## src/rtl/lab3_sweep_ctrl.sv

```systemverilog
// lab3_sweep_ctrl: on-chip self-check sequencer for the 3-input lab3 block.
// It drives {a,b,c} through vectors 0..7 and holds each vector for DWELL settle cycles.
// It then spends one CHECK cycle comparing x/y against the EXP_X/EXP_Y truth tables.
// It reports busy/done/pass, a saturating error count, and the first failing vector.
// Optional build macro: LAB3_SWEEP_STOP_ON_FAIL_EN. When it is defined, the first
// mismatch ends the sweep immediately.
module lab3_sweep_ctrl #(
    parameter int         DWELL = 2,
    parameter logic [7:0] EXP_X = 8'h96,
    parameter logic [7:0] EXP_Y = 8'hE8
) (
    input  logic       clk,
    input  logic       rst,
    input  logic       start,
    output logic       a,
    output logic       b,
    output logic       c,
    input  logic       x,
    input  logic       y,
    output logic       busy,
    output logic       done,
    output logic       pass,
    output logic [3:0] err_count,
    output logic       fail,
    output logic [2:0] first_fail
);

    typedef enum logic [1:0] {
        IDLE   = 2'd0,
        SETTLE = 2'd1,
        CHECK  = 2'd2,
        DONE   = 2'd3
    } state_t;

    localparam logic [3:0] DWELL_LAST = 4'(DWELL - 1);

    state_t     state;
    state_t     state_nxt;
    logic [2:0] idx;
    logic [3:0] cnt;
    logic [3:0] err_q;
    logic       fail_q;
    logic [2:0] first_q;
    logic [2:0] vec;
    logic       mismatch;

    // Error count stops at 8, the number of vectors in one sweep.
    function automatic logic [3:0] sat_inc(input logic [3:0] v);
        return (v >= 4'd8) ? 4'd8 : v + 4'd1;
    endfunction

    // The comparison result is only acted on in CHECK; elsewhere it is ignored.
    assign mismatch = (x != EXP_X[idx]) || (y != EXP_Y[idx]);

    // State register; rst overrides everything, including a sweep in flight.
    always_ff @(posedge clk) begin
        if (rst) state <= IDLE;
        else     state <= state_nxt;
    end

    // Next-state logic plus the state-decoded outputs (vector drive, busy, done).
    always_comb begin
        state_nxt = state;
        busy      = 1'b0;
        done      = 1'b0;
        vec       = 3'd0;
        case (state)
            IDLE: begin
                if (start) state_nxt = SETTLE;
            end
            SETTLE: begin
                busy = 1'b1;
                vec  = idx;
                if (cnt == DWELL_LAST) state_nxt = CHECK;
            end
            CHECK: begin
                busy = 1'b1;
                vec  = idx;
                if (idx == 3'd7) state_nxt = DONE;
                else             state_nxt = SETTLE;
`ifdef LAB3_SWEEP_STOP_ON_FAIL_EN
                if (mismatch) state_nxt = DONE;
`endif
            end
            DONE: begin
                done = 1'b1;
                if (start) state_nxt = SETTLE;
            end
            default: state_nxt = IDLE;
        endcase
    end

    // Sweep counters and result flags; a start from IDLE or DONE clears them.
    // During a sweep (SETTLE/CHECK) start is ignored.
    always_ff @(posedge clk) begin
        if (rst) begin
            idx     <= 3'd0;
            cnt     <= 4'd0;
            err_q   <= 4'd0;
            fail_q  <= 1'b0;
            first_q <= 3'd0;
        end else begin
            case (state)
                IDLE, DONE: begin
                    if (start) begin
                        idx     <= 3'd0;
                        cnt     <= 4'd0;
                        err_q   <= 4'd0;
                        fail_q  <= 1'b0;
                        first_q <= 3'd0;
                    end
                end
                SETTLE: begin
                    cnt <= cnt + 4'd1;
                end
                CHECK: begin
                    cnt <= 4'd0;
                    if (idx != 3'd7) idx <= idx + 3'd1;
                    if (mismatch) begin
                        err_q <= sat_inc(err_q);
                        if (!fail_q) begin
                            fail_q  <= 1'b1;
                            first_q <= idx;
                        end
                    end
                end
                default: ;
            endcase
        end
    end

    assign {a, b, c}  = vec;
    assign err_count  = err_q;
    assign fail       = fail_q;
    assign first_fail = first_q;
    assign pass       = done && (err_q == 4'd0);

endmodule

```

## config.mk

```make
export PLATFORM = sky130hd
export DESIGN_NAME = lab3_sweep_ctrl
export DESIGN_NICKNAME = d
export VERILOG_FILES = /design/src/rtl/lab3_sweep_ctrl.sv
export SDC_FILE = /design/constraint.sdc
export NUM_CORES = 1
export LEC_CHECK = 0
export ABC_AREA = 1
export BUFFER_PORTS_ARGS = -buffer_cell sky130_fd_sc_hd__buf_2
export CAP_MARGIN = 20
export CORE_UTILIZATION = 56
export DETAILED_ROUTE_END_ITERATION = 10
export GPL_TIMING_DRIVEN = 0
export PLACE_DENSITY = 0.88
export SETUP_SLACK_MARGIN = 0.05
export SYNTH_ARGS = -nofsm -noshare
export SYNTH_HDL_FRONTEND = slang
export SYNTH_SLANG_ARGS = --single-unit
```

## constraint.sdc

```tcl
create_clock -name clk -period 5.55 [get_ports clk]
set_clock_uncertainty 0.05 [all_clocks]
set_input_delay 1.665 -clock clk [delete_from_list [all_inputs] [get_ports clk]]
set_output_delay 1.665 -clock clk [all_outputs]
set_load 0.01 [all_outputs]
```

==> key figures <==
Outcome
  • Status: finished, final reports clean

STA
  • Tmin final: ~3.2 ns
  • RSZ-0062 raised after global routing: no
  • Worst-Margin Slew: 0.4669 ns
  • Max Fclk: approximately 310 MHz
  • Hold Vio Cnt, Final: 0
  • # setup viols final: 0
  • Final Cycle Share: 0.5728
  • Relative max-transition margin: 0.6887
  • Fin. max-slew vios: 0
  • Final TNS setup: 0 ns

Floorplanning
  • Chip width: about 47 um
  • Row cnt: 16
  • Initial core utilization: 0.5909
  • I/O Pins: 19
  • Core area: between 1500 and 2000 um2
  • Die Height: 47.27 um
  • Die area: 2234 um2

Logic synthesis
  • Syn. warnings: 0
  • Post-synthesis instance total: around 160
  • Seq/Total Area, Yosys: 0.3315
  • Synth top cells by count: nand2_1 (37), inv_1 (26), dfxtp_1 (19)
  • Synth async-reset ratio: 0
  • Synthesized area per cell: approximately 7 um2
  • Predominant post-synthesis flop cell: dfxtp_1
  • Most numerous cell in the Yosys netlist: nand2_1
  • Synth top area share: 0.3315
  • Post-synth top area cell: dfxtp_1
  • Synth Register Bits: 19
  • Number of synthesized flops with an enable pin: 0
  • Top post-synthesis cells by area: dfxtp_1 (33%), nand2_1 (12%), ha_1 (12%)
  • Unique masters post-synth: 27
  • Mapped cell area: 1147 um2
  • Syn nets: 180

Setup path
  • Crit-path cells: inv_1 > ha_1 > inv_1 > buf_2
  • CP Class: flip-flop to output port
  • Crit-path slowest cell: ha_1
  • Most frequent CP cell: inv_1
  • Crit-path max cell delay: 0.45 ns
  • R2R depth: 14
  • Critical path fanouts, max: 6
  • Crit path buffers/inverters: 3
  • Req. time, crit path: ~3.8 ns
  • Startpoint Class: flip-flop
  • Critical Path AT: roughly 1.5 ns
  • RR Startpoint: state[0]
  • Endpoint type of the worst setup path: output port
  • R2r setup slk: between 3 and 4 ns
  • Crit-path leading delay family: adder cells

Clocking
  • Reg clk slew, reported paths: roughly 0.11 ns
  • Num Clock Sinks: 19
  • Clock Path Buffers: 2
  • Root buf cell: clkbuf_4
  • # H-tree levels: 1
  • Post-CTS setup buffer count: 0
  • Clock Latency Late Sink: ~0.30 ns
  • TritonCTS Buffers: 3
  • Hold bufs inserted after CTS: 0
  • Post_cts resized: 0
  • CTS tree: yes

Routing
  • Drt wl/cell: approximately 10 um
  • Iter 0 DRT Violations: 30
  • DRT Pass-1 Iters: 4
  • DRT antenna net count: 0
  • Via count: between 1000 and 1500
  • Via/cell ratio: about 5.0
  • Routed WL: ~2200 um
  • Post-route DRC: 0

Power
  • Pleak: 0.7012 nW
  • Total power: 0.0007884 W
  • Cell Pwr Density: a little over 600 nW/um2
  • Max VDD drop: 0.0003736 V

Cells and area
  • Number of fill cells: ~180
  • Storage cell area: about 380 um2
  • Area Growth Syn to Fin: 13.09%
  • Share of cells above drive strength 1: 0.1882
  • Finished Layout Cells: ~210
  • Area of the multi-input gates: 635.6 um2
  • Antenna Cells: 0
  • Fin nets: roughly 200

GRT
  • Largest net degree at the start of global routing: 11
  • First-pass GRT wire length: 3443 um
  • Grt total ovfl: 0
  • Vias in the first global route: 862
  • All-layer global routing usage: 0.2204
  • Initial antenna violation count: 0

Hold path
  • Hold Path Origin: first_fail[0]
  • Hold Path Depth: 2
  • Worst hold-check path type: flip-flop to flip-flop
  • Hold Path Sink: first_fail[0]

Place
  • Placed instance count: approximately 210
  • DP HPWL: approximately 1700 um
  • Routability cong.: roughly 0.78
  • Buffers on Ports: 18

Job
  • Maxcap violations: 0
==> placed cells by master (no fill, tap or decap) <==
cell type   n
a211oi_1    1
buf_6       1
nor3_1      4
nand2_2     2
ha_1       11
inv_2       1
o21ai_0     1
xor2_1      1
xnor2_1     1
buf_2      20
nand4_1     3
nor2_1     18
dfxtp_1    19
nor2_2      2
nand3_4     1
and3_1      1
nand2_4     1
a21oi_1    12
clkbuf_1    2
nand3_1    13
nand3_2     1
o31ai_1     1
clkbuf_2    1
clkbuf_4    3
nand2_1    37
nor2_4      1
a21oi_2     1
inv_1      26
==> how the worst max path moves through the flow <==
stage	startpoint	to	cells after the start
floorplan	start	flip-flop	13
CTS	state[0]	busy	4
global placement	start	flip-flop	14
finish	state[0]	busy	4
global route	state[0]	busy	4
detailed placement	start	flip-flop	14
==> metal layers <==
layer,GRT usage,part of all wire,vias to the layer above,wire [um]
met1,0.2736,0.48,474,1057
li1,-,-,559,-
met4,0.1029,0.012,0,27
met3,0.04615,0.038,4,83
met5,0,0,-,0
met2,0.3616,0.47,21,1042
==> area by class of cell <==
cell class              instances  share of cell area
inverters                      27             0.07811
flip-flops and latches         19              0.2932
repair buffers                 18             0.06943
clock buffers                   4             0.02025
plain buffers                   5             0.02314
well taps                      27             0.02604
multi-input cells             113              0.4899
==> logic make-up after synthesis <==
group / share of synthesized area
AND/OR/NAND/NOR: 0.3413
buffers and inverters: 0.1145
adder cells (fa/ha/maj): 0.1200
XOR/XNOR: 0.01527
flip-flops: 0.3315
AO/OA/AOI/OAI: 0.07743
==> worst reg2reg max path, stage by stage, from the launching register on <==
cell and delay, ns:
dfxtp_1 0.39, inv_1 0.06, ha_1 0.42, nand2_4 0.18, inv_2 0.06, nor2_4 0.10
nand2_2 0.09, nand2_1 0.07, nand2_1 0.07, nor2_2 0.14, inv_1 0.05, ha_1 0.29
inv_1 0.06, nand4_1 0.09, nand2_1 0.09
==> power breakdown <==
group	total, W	switching, W	internal, W
Sequential	0.000233	0.0000435	0.000190
Combinational	0.000483	0.000297	0.000186
Clock	0.0000724	0.0000443	0.0000281
Total	0.000788	0.000385	0.000404
==> stage by stage <==
step	instance area [um2]	hold WS (ns)	setup slack, ns	utilization
2_1_floorplan	1147	0.4180	2.652	-
3_3_place_gp	1271	0.4127	2.473	0.6546
3_5_place_dp	1271	0.4233	2.433	0.6546
4_1_cts	1297	0.4500	2.367	0.6682
5_1_grt	1297	0.4767	2.297	0.6682
6_report	1297	0.4441	2.371	0.6682
Power figures use the tool's default switching activity.
